$ cat src/rtl/mem_bus_arbiter.sv
// Shares the core's single SRAM-like memory port between instruction fetch and the MEM stage.
// Handles one transaction at a time, returns data/complete pulses, and drops fetch responses killed by flush.
module mem_bus_arbiter #(
   parameter int ADDR_W = 32,
   parameter int DATA_W = 32
) (
   input  logic              clk,
   input  logic              rst,
   input  logic              flush,
   input  logic              inst_req,
   input  logic [ADDR_W-1:0] inst_addr,
   output logic              inst_data_ok,
   output logic [DATA_W-1:0] inst_rdata,
   input  logic              data_req,
   input  logic              data_wr,
   input  logic [1:0]        data_size,
   input  logic [ADDR_W-1:0] data_addr,
   input  logic [DATA_W-1:0] data_wdata,
   output logic              data_data_ok,
   output logic [DATA_W-1:0] data_rdata,
   output logic              stallreq_if,
   output logic              stallreq_mem,
   output logic              bus_req,
   output logic              bus_wr,
   output logic [1:0]        bus_size,
   output logic [ADDR_W-1:0] bus_addr,
   output logic [DATA_W-1:0] bus_wdata,
   input  logic              bus_addr_ok,
   input  logic              bus_data_ok,
   input  logic [DATA_W-1:0] bus_rdata
);

   typedef enum logic [1:0] {IDLE, ADDR, DATA, RESP} state_t;

   state_t              state_q, state_d;
   logic                owner_q, owner_d;   // 0 = inst, 1 = data
   logic                kill_q, kill_d;
   logic                wr_q, wr_d;
   logic [1:0]          size_q, size_d;
   logic [ADDR_W-1:0]   addr_q, addr_d;
   logic [DATA_W-1:0]   wdata_q, wdata_d;
   logic                inst_ok_q, inst_ok_d;
   logic                data_ok_q, data_ok_d;
   logic [DATA_W-1:0]   inst_rdata_q, inst_rdata_d;
   logic [DATA_W-1:0]   data_rdata_q, data_rdata_d;
   logic                enter_resp;

   always_comb begin
      state_d      = state_q;
      owner_d      = owner_q;
      kill_d       = kill_q;
      wr_d         = wr_q;
      size_d       = size_q;
      addr_d       = addr_q;
      wdata_d      = wdata_q;
      inst_ok_d    = 1'b0;
      data_ok_d    = 1'b0;
      inst_rdata_d = inst_rdata_q;
      data_rdata_d = data_rdata_q;
      enter_resp   = 1'b0;

      case (state_q)
         IDLE: begin
            if (data_req) begin
               owner_d = 1'b1;
               kill_d  = 1'b0;
               wr_d    = data_wr;
               size_d  = data_size;
               addr_d  = data_addr;
               wdata_d = data_wdata;
               state_d = ADDR;
            end else if (inst_req && !flush) begin
               owner_d = 1'b0;
               kill_d  = 1'b0;
               wr_d    = 1'b0;
               size_d  = 2'd2;
               addr_d  = inst_addr;
               wdata_d = '0;
               state_d = ADDR;
            end
         end
         ADDR: begin
            if (bus_addr_ok) begin
               if (bus_data_ok) enter_resp = 1'b1;
               else             state_d    = DATA;
            end
         end
         DATA: begin
            if (bus_data_ok) enter_resp = 1'b1;
         end
         RESP: state_d = IDLE;
         default: state_d = IDLE;
      endcase

      if (state_q != IDLE && !owner_q && flush) kill_d = 1'b1;

      // The pulse is registered, so it is decided on entry to RESP and lands during the RESP cycle;
      // a flush in that entry cycle counts the same as an earlier one.
      if (enter_resp) begin
         state_d = RESP;
         if (owner_q) begin
            data_ok_d    = 1'b1;
            data_rdata_d = bus_rdata;
         end else if (!(kill_q || flush)) begin
            inst_ok_d    = 1'b1;
            inst_rdata_d = bus_rdata;
         end
      end
   end

   always_ff @(posedge clk) begin
      if (rst) begin
         state_q      <= IDLE;
         owner_q      <= 1'b0;
         kill_q       <= 1'b0;
         wr_q         <= 1'b0;
         size_q       <= '0;
         addr_q       <= '0;
         wdata_q      <= '0;
         inst_ok_q    <= 1'b0;
         data_ok_q    <= 1'b0;
         inst_rdata_q <= '0;
         data_rdata_q <= '0;
      end else begin
         state_q      <= state_d;
         owner_q      <= owner_d;
         kill_q       <= kill_d;
         wr_q         <= wr_d;
         size_q       <= size_d;
         addr_q       <= addr_d;
         wdata_q      <= wdata_d;
         inst_ok_q    <= inst_ok_d;
         data_ok_q    <= data_ok_d;
         inst_rdata_q <= inst_rdata_d;
         data_rdata_q <= data_rdata_d;
      end
   end

   assign inst_data_ok = inst_ok_q;
   assign inst_rdata   = inst_rdata_q;
   assign data_data_ok = data_ok_q;
   assign data_rdata   = data_rdata_q;
   assign stallreq_if  = inst_req & ~inst_ok_q;
   assign stallreq_mem = data_req & ~data_ok_q;
   assign bus_req      = (state_q == ADDR);
   assign bus_wr       = wr_q;
   assign bus_size     = size_q;
   assign bus_addr     = addr_q;
   assign bus_wdata    = wdata_q;

endmodule

$ cat config.mk
export PLATFORM = sky130hd
export DESIGN_NAME = mem_bus_arbiter
export DESIGN_NICKNAME = d
export VERILOG_FILES = /design/src/rtl/mem_bus_arbiter.sv
export SDC_FILE = /design/constraint.sdc
export NUM_CORES = 1
export LEC_CHECK = 0
export ABC_CLOCK_PERIOD_IN_PS = 2000
export BUFFER_PORTS_ARGS = -buffer_cell sky130_fd_sc_hd__buf_4
export CAP_MARGIN = 40
export CORE_MARGIN = 3
export CORE_UTILIZATION = 40
export CTS_CLUSTER_DIAMETER = 200
export CTS_CLUSTER_SIZE = 10
export DETAILED_ROUTE_END_ITERATION = 10
export PLACE_DENSITY = 0.71
export SYNTH_ARGS = -nofsm -noshare
export SYNTH_HDL_FRONTEND = slang
export SYNTH_SLANG_ARGS = --single-unit
$ cat constraint.sdc
create_clock -name clk -period 2 [get_ports clk]
set_clock_uncertainty 0.05 [all_clocks]
set_input_delay 0.4 -clock clk [delete_from_list [all_inputs] [get_ports clk]]
set_output_delay 0.4 -clock clk [all_outputs]
set_load 0.03 [all_outputs]
# Word-level counts from Yosys, hierarchy flattened
# Cells that the tools add are included.
classes:
  div_mod_pow: 0
  n_mux: 23
  shifts: 0
  eq_ne: 6
  multipliers: 0
  n_lt_le_gt_ge: 0
  addsub: 0
  reduce_logical: 19
  bitwise: 7
op_table:
  columns: ["operator", "count"]
  rows:
  - ["2-to-1 mux 32 bit", 4]
  - ["2-to-1 mux 2 bit", 7]
  - ["2-to-1 mux 1 bit", 10]
  - ["one-hot mux 2 bit (3 select lines)", 1]
  - ["AND reduction 2 bit", 3]
  - ["nonzero test 2 bit", 3]
  - ["NOT 1 bit", 5]
  - ["== test 2 bit, second input constant", 2]
  - ["!= test 4 bit, second input constant", 1]
  - ["AND reduction 4 bit", 1]
  - ["nonzero test 4 bit", 1]
  - ["logical AND 1 bit", 3]
  - ["!= test 3 x 1 -> 1 bit, second input constant", 1]
  - ["!= test 3 x 2 -> 1 bit, second input constant", 1]
  - ["AND reduction 3 bit", 1]
  - ["nonzero test 3 bit", 1]
  - ["OR reduction 3 bit", 1]
  - ["AND 1 bit", 2]
  - ["== test 2 x 1 -> 1 bit, second input constant", 1]
  - ["logical NOT 1 bit", 2]
  - ["logical NOT 2 bit", 1]
  - ["one-hot mux 1 bit (2 select lines)", 1]
  - ["OR reduction 2 bit", 1]
  - ["logical OR 1 bit", 1]
word_totals:
  memories: 0
  reg_bits: 137
  latch_bits: 0
  output_inout_bits: 136
  inputBits: 138
  mem_bits_rw: 0
  elab_cells: 66
  romBits: 0

# Logic depth before layout (Yosys ltp)
# Gate-level depths: netlist of run 1.
depth:
  ltp_word: 6
  ltp_mapped: 8
  ltp_nobuf: 6

# Worst setup path before layout of run 1
# No wires, ideal clock.
synth_timing:
  path_kind: "input to output"
  from: "input port data_req"
  to: "output port stallreq_mem"
  path_stages: 4
  t_required_ns: 1.550
  path_buffers: 3
  arrival_time_ns: 1.388
  slack_ns: 0.162
  cell_sequence: "buf_4 > buf_4 > buf_2 > nor2b_1"
synth_via:
  elab_chain_cells: 1
synth_lines:
  columns: ["item", "line_no", "source"]
  rows:
  - ["start: declaration", "14", "input logic data_req,"]
  - ["AND 1 bit", "144", "assign stallreq_mem = data_req & ~data_ok_q;"]
  - ["end: declaration", "22", "output logic stallreq_mem,"]
# No other way between the ends.

# Worst setup path in the final report of run 1
layout_timing:
  from: "register state_q[0]"
  to: "register data_rdata_q[3], in the netlist data_rdata[3]"
layout_via:
  elab_chain_cells: 3
  word_cells_on_any_way: 4
  classes_between: "2 x eq/ne; 1 x mux; 1 x reduce/logical"
layout_lines:
  columns: ["item", "line_no", "source"]
  rows:
  - ["start: declaration", "35", "state_t state_q, state_d;"]
  - ["start signal: assignment", "125", "state_q <= state_d;"]
  - ["== test 2 bit or == test 2 x 1 -> 1 bit (tied branches)", "62", "case (state_q)"]
  - ["one-hot mux 1 bit (2 select lines) *", "62", null]
  - ["AND reduction 2 bit (no line) *", null, null]
  - ["end signal: assignment", "135", "data_rdata_q <= data_rdata_d;"]
  - ["end: declaration", "45", "logic [DATA_W-1:0] data_rdata_q, data_rdata_d;"]
# Every way passes the cells marked *; elsewhere a longest branch is shown, timed or not.
# A chain may end at the register's enable or synchronous reset.

==> impl_metrics.ini, run 1 <==
[critical_path]
max_stage_delay_ns = 0.38
critical_path_class = reg -> reg
crit_family = simple AND/OR/NAND/NOR gates
crit_chain = inv_1 > ha_1 > and2_1 > and3_1 > buf_4 > nand2_1 > a21oi_2
cp.arrival_ns = 2.07
cp-start-kind = flop
critPathCaptureType = flop
cp.required_ns = 2.29
crit_buf_inv = 2
slowest_stage = dfxtp_1
crit_fanout = 32

[global_routing]
grt_max_degree = 56
globalRouteOverflowTotal = 0
antenna_found_initial = 0
track_usage_pct = 20.1
first_global_vias = 4917
grt_pass1_wl_mm = 24.0

[clocking]
cts_tree = built
clk_pin_slew_ns = 0.06
cts_buffers = 17
ctsHoldBuffers = 0
cts_buffer_depth = 2
h-tree-depth = 4
insertion_delay_ns = 0.40
cts_sinks = 137
post_cts_buffers = 0
postCtsResizedCells = 0
cts_root_buffer = clkbuf_16

[finish]
area_growth_pct = 49.4
layout-drive-gt1-share_pct = 40.0
antenna_cells = 0
nets = 1017
fill_cells = 1228
final_common_cell = buf_4
final_cell_mix = buf_4 (279), nand2_1 (166), dfxtp_1 (137)
postLayoutCellArea_mm2 = 0.00816

[timing]
layout_setup_ws_ns = 0.226
slew_viol_final = 0
hold_slack_ns = 0.195
max_slew_margin_pct = 74.3
fin_crit_sh_pct = 88.7
rsz0062_at_grt = no
tns_ns = 0
final_hold_viol_count = 0
fmax_mhz = 564
setup_viol = 0
worstMarginPinSlew_ns = 0.386
min_period_ns = 1.77

[floorplan]
die_h_um = 123
rows = 42
start_util_pct = 41.1
dieArea_mm2 = 0.0151
coreArea_mm2 = 0.0133
die_w_um = 123
num_io_pins = 274

[routing]
viasPerCell = 4.85
via_count = 5162
dr.pass1.iters = 4
ant_nets = 0
drcViolationCount = 0
detail_route.wl_per_cell_um = 14.8
drt_iter0_markers = 291
drt-total-wl_mm = 15.7

[worst_hold_path]
hold_class = in -> reg

[logic_synthesis]
synth_warnings = 0
synthAdderAreaFrac_pct = 0.916
synth.distinct_cells = 30
synthSimpleGateAreaFrac_pct = 18.9
syn_avg_cell_area_um2 = 8.81
syn_nets = 762
synth_top_family_by_area = simple AND/OR/NAND/NOR gates
synth_seq_cells = 137
syn_area_mm2 = 0.00546
synth-edff-count = 0
yosysSeqAreaShare_pct = 50.2
synth_mux_area_share_pct = 5.86
synth_xor_area_share_pct = 0
synth_compound_area_share_pct = 17.6
synthFlopType = dfxtp_1
async_flop_share_pct = 0
synthCells = 620

[placement]
port_buffers = 273
placed_area_mm2 = 0.00759
globalplace.congestion = 0.764
pre_cts_ws_ns = 0.229
dpl.hpwl_mm = 11.2

[power_and_ir_drop]
power_density_mw_per_mm2 = 1100
irDropWorstVdd_mv = 0.527
leakagePower_nw = 3.55
p_total_w = 0.00894

[run_status]
status = completed

[run]
maxCapViolCount = 0
-- registers in the layout, summed over array words and instances (netlist names) --
name and cells:
bus_size 2, owner_q 1, data_rdata 32, inst_rdata 32, data_data_ok 1, bus_wr 1, state_q 2, bus_addr 32
inst_data_ok 1, kill_q 1, bus_wdata 32
-- synthesized netlist by cell type (2+ instances only) --
cell | count | share of area [%]
nor2b_1 | 2 | 0.23
ha_1 | 4 | 0.92
buf_4 | 3 | 0.41
a21oi_1 | 80 | 7.3
nor3_1 | 2 | 0.18
inv_1 | 2 | 0.14
nor2_1 | 36 | 2.5
a211oi_1 | 20 | 2.7
and3_1 | 2 | 0.23
nand3_1 | 36 | 3.3
buf_6 | 17 | 3.5
a211oi_2 | 13 | 3.0
o32a_1 | 2 | 0.37
a21oi_2 | 21 | 3.4
clkbuf_1 | 14 | 0.96
buf_2 | 13 | 1.2
buf_1 | 4 | 0.27
mux2i_1 | 32 | 5.9
o22ai_1 | 2 | 0.23
nand2b_1 | 3 | 0.34
dfxtp_1 | 137 | 50
nor3b_1 | 2 | 0.27
nand2_1 | 166 | 11
-- cells by family after synthesis --
kind of cell,after synthesis
fa+ha+maj,4
mux,32
buf+inv,53
flops,137
simple gates,252
compound gates,142
-- worst reg2reg max path: cells and delay by family, from the launching register on --
kind / cells / cell delay [ns]
compound gates: 1 / 0.12
fa+ha+maj: 1 / 0.30
buf+inv: 2 / 0.40
flops: 1 / 0.38
simple gates: 3 / 0.47
-- path summary, 6_finish.rpt --
path	from	end	slack [ns]	cells past startpoint
min reg2reg	bus_wdata[10]	bus_wdata[10]	0.40	2
max reg2reg	state_q[0]	data_rdata[3]	0.23	7
max	state_q[0]	data_rdata[3]	0.23	7
min	bus_rdata[8]	inst_rdata[8]	0.20	3
-- metrics by stage --
step,cells,utilization (%)
after floorplan,620,-
after global placement,1032,57.1
after detailed placement,1032,57.1
after CTS,1064,61.4
after global routing,1064,61.4
final,1064,61.4
-- power by group --
part	switching, W	internal, W
registers	0.000177	0.00306
logic	0.00168	0.00107
clock network	0.00115	0.00180
-- layer usage --
| metal | track usage, % | routed length, um |
|---|---|---|
| met3 | 6.54 | 1170 |
| met5 | 0 | 0 |
| met2 | 32.2 | 7660 |
| met1 | 24.2 | 6490 |
| met4 | 9.87 | 382 |
-- final cells by class --
| cell class | instances | area (um^2) | share of cell area [%] |
|---|---|---|---|
| tap | 176 | 220 | 2.70 |
| inverter | 2 | 7.51 | 0.0920 |
| timing repair buffer | 287 | 2250 | 27.6 |
| clock buffer | 21 | 470 | 5.77 |
| sequential | 137 | 2740 | 33.6 |
| multi-input combinational | 430 | 2360 | 29.0 |
| clock inverter | 11 | 97.6 | 1.20 |
Note: power is estimated with default switching activity, not from simulation.
==> run 2, diff against run 1 <==
--- a/config.mk
+++ b/config.mk
@@ -5,7 +5,7 @@
 export SDC_FILE = /design/constraint.sdc
 export NUM_CORES = 1
 export LEC_CHECK = 0
-export ABC_CLOCK_PERIOD_IN_PS = 2000
+export ABC_CLOCK_PERIOD_IN_PS = 1600
 export BUFFER_PORTS_ARGS = -buffer_cell sky130_fd_sc_hd__buf_4
 export CAP_MARGIN = 40
 export CORE_MARGIN = 3
@@ -13,7 +13,7 @@
 export CTS_CLUSTER_DIAMETER = 200
 export CTS_CLUSTER_SIZE = 10
 export DETAILED_ROUTE_END_ITERATION = 10
-export PLACE_DENSITY = 0.71
+export PLACE_DENSITY = 0.74
 export SYNTH_ARGS = -nofsm -noshare
 export SYNTH_HDL_FRONTEND = slang
 export SYNTH_SLANG_ARGS = --single-unit
==> constraint.sdc (replaced) <==
create_clock -name clk -period 1.6 [get_ports clk]
set_clock_uncertainty 0.05 [all_clocks]
set_input_delay 0.32 -clock clk [delete_from_list [all_inputs] [get_ports clk]]
set_output_delay 0.32 -clock clk [all_outputs]
set_load 0.03 [all_outputs]
==> impl_metrics.ini, run 2 (synthesis gave the netlist of run 1 again) <==
[finish]
antenna_cells = 0
postLayoutCellArea_mm2 = 0.00863
area.sequential_mm2 = 0.00275
final_cells = 1083
final_common_cell = buf_4
utilization_pct = 64.9
layout-drive-gt1-share_pct = 45.1
fill_cells = 1149
final_cell_mix = buf_4 (283), nand2_1 (164), dfxtp_1 (135)
nets = 1037
multi_input_area_mm2 = 0.00252
area_growth_pct = 58.1

[clocking]
insertion_delay_ns = 0.41
cts_root_buffer = clkbuf_16
clk_pin_slew_ns = 0.06
cts_tree = built
cts_buffer_depth = 2
ctsHoldBuffers = 0
cts_buffers = 17
h-tree-depth = 4
cts_sinks = 137

[power_and_ir_drop]
power_density_mw_per_mm2 = 1360
leakagePower_nw = 3.72
comb_power_share_pct = 32.6
irDropWorstVdd_mv = 0.855
switchingPower_w = 0.00389
p_seq_share_pct = 34.5
swShare_pct = 33.1
intPower_w = 0.00786
clkPwrFrac_pct = 32.9

[routing]
drt-total-wl_mm = 17.4
drt_iter0_markers = 297
via_count = 5377
dr.pass1.iters = 5
drcViolationCount = 0
detail_route.wl_per_cell_um = 16.1
viasPerCell = 4.96
ant_nets = 0

[critical_path]
critical_path_class = reg -> reg
r2r_slack_ns = -0.02
timing.rr.end = data_rdata[19]
r2r_cells = 7
cp-startpoint = state_q[0]
rr_startpoint = state_q[0]
cp.arrival_ns = 1.90
crit_fanout = 8
critPathCaptureType = flop
cp-start-kind = flop
cp.required_ns = 1.88

[timing]
fin_crit_sh_pct = 101
rsz0062_at_grt = yes
min_period_ns = 1.62
hold_slack_ns = 0.108
setup_viol = 2
worstMarginPinSlew_ns = 0.313
max_slew_margin_pct = 79.1
final_hold_viol_count = 0
layout_setup_ws_ns = -0.0152
fmax_mhz = 619
slew_viol_final = 0
tns_ns = -0.0259

[global_routing]
globalRouteOverflowTotal = 0
first_global_vias = 4909
grt_pass1_wl_mm = 24.8
antenna_found_initial = 0
grt_use_met3_pct = 6.50
track_usage_pct = 21.0
grt_busiest_layer = met2
met2_usage_pct = 34.4
use_met1_pct = 25.3
grt_max_degree = 49

[floorplan]
die_h_um = 123
num_io_pins = 274
rows = 42
start_util_pct = 41.1
coreArea_mm2 = 0.0133
die_w_um = 123
dieArea_mm2 = 0.0151

[placement]
globalplace.congestion = 0.788
dpl.cell_count = 1042
dpl.hpwl_mm = 11.6
placed_area_mm2 = 0.00769
port_buffers = 273

[worst_hold_path]
holdPathEnd = data_rdata[22]
worstHoldStart = bus_rdata[22]
hold_class = in -> reg
holdPathStages = 3

[run_status]
status = complete, but fails checks
violations = negative setup slack

[run]
maxCapViolCount = 0
-- run 2: changes by cell type in the layout (fill, tap and decap cells not counted), moves of 3 or more --
| cell | before | now |
|---|---|---|
| ha_4 | 0 | 3 |
| buf_4 | 279 | 283 |
| a21oi_2 | 21 | 43 |
| buf_6 | 0 | 9 |
| ha_1 | 4 | 1 |
| clkinvlp_4 | 4 | 1 |
| clkbuf_16 | 17 | 23 |
| a21oi_1 | 80 | 58 |
-- run 2: worst max-delay path by stage --
stage | endpoint | depth (start not counted) | slack [ns]
final | data_rdata[19] | 7 | -0.02
after global placement | data_rdata[26] | 7 | 0.07
after detailed placement | inst_rdata[1] | 7 | 0.01
after CTS | bus_req | 4 | -0.03
after global routing | data_rdata[19] | 7 | -0.11
after floorplan | data_rdata[10] | 8 | 0.003
-- run 2: area by class of cell --
type,instances,area share [%]
clock inverters,7,1.06
multi-input cells,430,29.2
clock buffers,24,5.69
inverters,2,0.0869
flip-flops and latches,137,31.8
repair buffers,307,29.6
well taps,176,2.55
-- run 2: layer usage --
metal	vias up	wire, um
met2	199	8500
met1	2502	7130
met4	0	492
met5	-	0
li1	2643	-
met3	33	1270
-- run 2: critical path: stages, from the launching register on --
cell	delay (ns)
dfxtp_2	0.34
inv_2	0.07
ha_4	0.26
and2_4	0.16
and3_4	0.27
clkbuf_16	0.18
nand2_1	0.06
a21oi_1	0.15
-- run 2: timing repair --
| item | 4_1_cts | 5_1_grt |
|---|---|---|
| cloned | 0 | 8 |
| buffers inserted | 2 | 0 |
| gates resized for setup | 3 | 40 |
| setup endpoints to repair | 1 | 91 |
| pin swaps | 1 | 2 |
-- run 2: per-stage QoR --
step                setup WS (ns)  total power (W)
floorplan                 0.00325          0.00643
detailed placement         0.0135          0.00769
global placement           0.0710          0.00765
CTS                       -0.0271           0.0116
finish                    -0.0152           0.0118
global route               -0.106           0.0123
-- run 2: power by group through the flow --
stage,Combinational (W),Clock (W),Sequential [W]
6_report,0.00383,0.00387,0.00406
5_1_grt,0.00411,0.00409,0.00410
4_1_cts,0.00365,0.00393,0.00405
3_5_place_dp,0.00357,0,0.00411
3_3_place_gp,0.00355,0,0.00410
2_1_floorplan,0.00156,0,0.00487
==> run 3, diff against run 2 <==
--- a/config.mk
+++ b/config.mk
@@ -9,11 +9,11 @@
 export BUFFER_PORTS_ARGS = -buffer_cell sky130_fd_sc_hd__buf_4
 export CAP_MARGIN = 40
 export CORE_MARGIN = 3
-export CORE_UTILIZATION = 40
+export CORE_UTILIZATION = 35
 export CTS_CLUSTER_DIAMETER = 200
 export CTS_CLUSTER_SIZE = 10
 export DETAILED_ROUTE_END_ITERATION = 10
-export PLACE_DENSITY = 0.74
+export PLACE_DENSITY = 0.66
 export SYNTH_ARGS = -nofsm -noshare
 export SYNTH_HDL_FRONTEND = slang
 export SYNTH_SLANG_ARGS = --single-unit
==> impl_metrics.ini, run 3 (synthesis gave the netlist of run 1 again) <==
[run]
maxCapViolCount = 0

[clocking]
ctsHoldBuffers = 0
cts_buffers = 17
cts_tree = built
cts_root_buffer = clkbuf_16
h-tree-depth = 4
clk_pin_slew_ns = 0.06
insertion_delay_ns = 0.41
cts_sinks = 137
cts_buffer_depth = 2

[global_routing]
first_global_vias = 4844
antenna_found_initial = 0
track_usage_pct = 18.3
grt_pass1_wl_mm = 24.6
grt_max_degree = 39
globalRouteOverflowTotal = 0

[critical_path]
timing.rr.end = data_rdata[18]
rr_startpoint = state_q[0]
r2r_cells = 7
cp.required_ns = 1.89
max_stage_delay_ns = 0.34
r2r_slack_ns = 0.02
cp-start-kind = flop
crit_family = simple AND/OR/NAND/NOR gates
crit_chain = inv_2 > ha_4 > and2_4 > and3_4 > clkbuf_16 > nand2_2 > a21oi_2
cp.arrival_ns = 1.87
slowest_stage = dfxtp_2
critical_path_class = reg -> reg
crit_fanout = 8
critPathCaptureType = flop
crit_buf_inv = 2

[routing]
drt_iter0_markers = 225
ant_nets = 0
dr.pass1.iters = 4
via_count = 5283
detail_route.wl_per_cell_um = 15.8
viasPerCell = 4.73
drcViolationCount = 0
drt-total-wl_mm = 17.6

[power_and_ir_drop]
p_total_w = 0.0118
irDropWorstVdd_mv = 0.731
power_density_mw_per_mm2 = 1350
leakagePower_nw = 3.79

[finish]
nets = 1036
layout-drive-gt1-share_pct = 45.0
final_cells = 1118
postLayoutCellArea_mm2 = 0.00872
antenna_cells = 0
final_common_cell = buf_4
area_growth_pct = 59.6
utilization_pct = 57.1
final_cell_mix = buf_4 (284), nand2_1 (156), dfxtp_1 (135)

[timing]
tns_ns = 0
final_hold_viol_count = 0
setup_viol = 0
slew_viol_final = 0
min_period_ns = 1.58
fin_crit_sh_pct = 98.5
rsz0062_at_grt = yes
max_slew_margin_pct = 74.3
worstMarginPinSlew_ns = 0.385
fmax_mhz = 634

[floorplan]
die_h_um = 131
rows = 45
die_w_um = 131
coreArea_mm2 = 0.0153
start_util_pct = 35.8
dieArea_mm2 = 0.0171
num_io_pins = 274

[placement]
port_buffers = 273
dpl.cell_count = 1077
dpl.hpwl_mm = 11.8
placed_area_mm2 = 0.00777
globalplace.congestion = 0.758

[worst_hold_path]
hold_class = in -> reg
worstHoldStart = bus_rdata[30]
holdPathEnd = data_rdata[30]
holdPathStages = 3

[run_status]
status = completed
-- run 3: cell types whose count changed in the layout (fill, tap and decap cells not counted), moves of 2 or more --
cell      change
a21oi_1      +12
a21oi_2      -12
buf_12        +3
buf_6         -5
clkbuf_1      -2
clkbuf_8      -4
clkinv_4      +2
inv_6         +2
nand2_1       -8
nand2_2       +2
nand2_4       +6
-- run 3: final cells by class --
class / instances / area, um^2
clock inverter: 14 / 173
clock buffer: 18 / 429
multi-input combinational: 430 / 2530
fill: 1413 / 6540
sequential: 137 / 2750
timing repair buffer: 306 / 2570
inverter: 2 / 10.0
tap: 211 / 264
-- run 3: routing by layer --
layer	track usage (%)	up-vias	wire length [um]
met3	5.08	15	1170
met2	30.7	172	8690
met1	22.7	2445	7450
met5	0	-	0
li1	-	2651	-
met4	6.41	0	306
-- run 3: how the worst max path moves through the flow --
stage | from | end | slack (ns) | depth (start not counted)
finish | state_q[0] | data_rdata[18] | 0.02 | 7
detailed placement | state_q[1] | data_rdata[22] | -0.0002 | 7
CTS | state_q[1] | data_rdata[13] | -0.01 | 7
floorplan | state_q[0] | data_rdata[10] | 0.003 | 8
global route | state_q[1] | inst_rdata[17] | -0.03 | 7
global placement | state_q[0] | state_q[0] | 0.05 | 6
-- run 3: report_power, final --
part	switching [W]	internal [W]	total, W
logic	0.00220	0.00153	0.00373
registers	0.000221	0.00383	0.00405
clock network	0.00153	0.00247	0.00400
total	0.00396	0.00783	0.0118
-- run 3: through the flow --
step / hold WS (ns) / worst slack, ns
CTS: 0.0879 / -0.0114
global route: 0.0872 / -0.0349
global placement: 0.390 / 0.0476
detailed placement: 0.396 / -0.000192
floorplan: 0.406 / 0.00325
finish: 0.107 / 0.0238
-- run 3: timing repair --
item / 4_1_cts / 5_1_grt
endpoints found under the setup margin: 6 / 78
resized for setup: 1 / 41
cloned: 0 / 8
setup buffers: 0 / 2
pin swaps: 0 / 18
-- run 3: worst register-to-register path: stages, from the launching register on --
cell and delay (ns):
dfxtp_2 0.34, inv_2 0.05, ha_4 0.26, and2_4 0.16, and3_4 0.27, clkbuf_16 0.20
nand2_2 0.07, a21oi_2 0.11
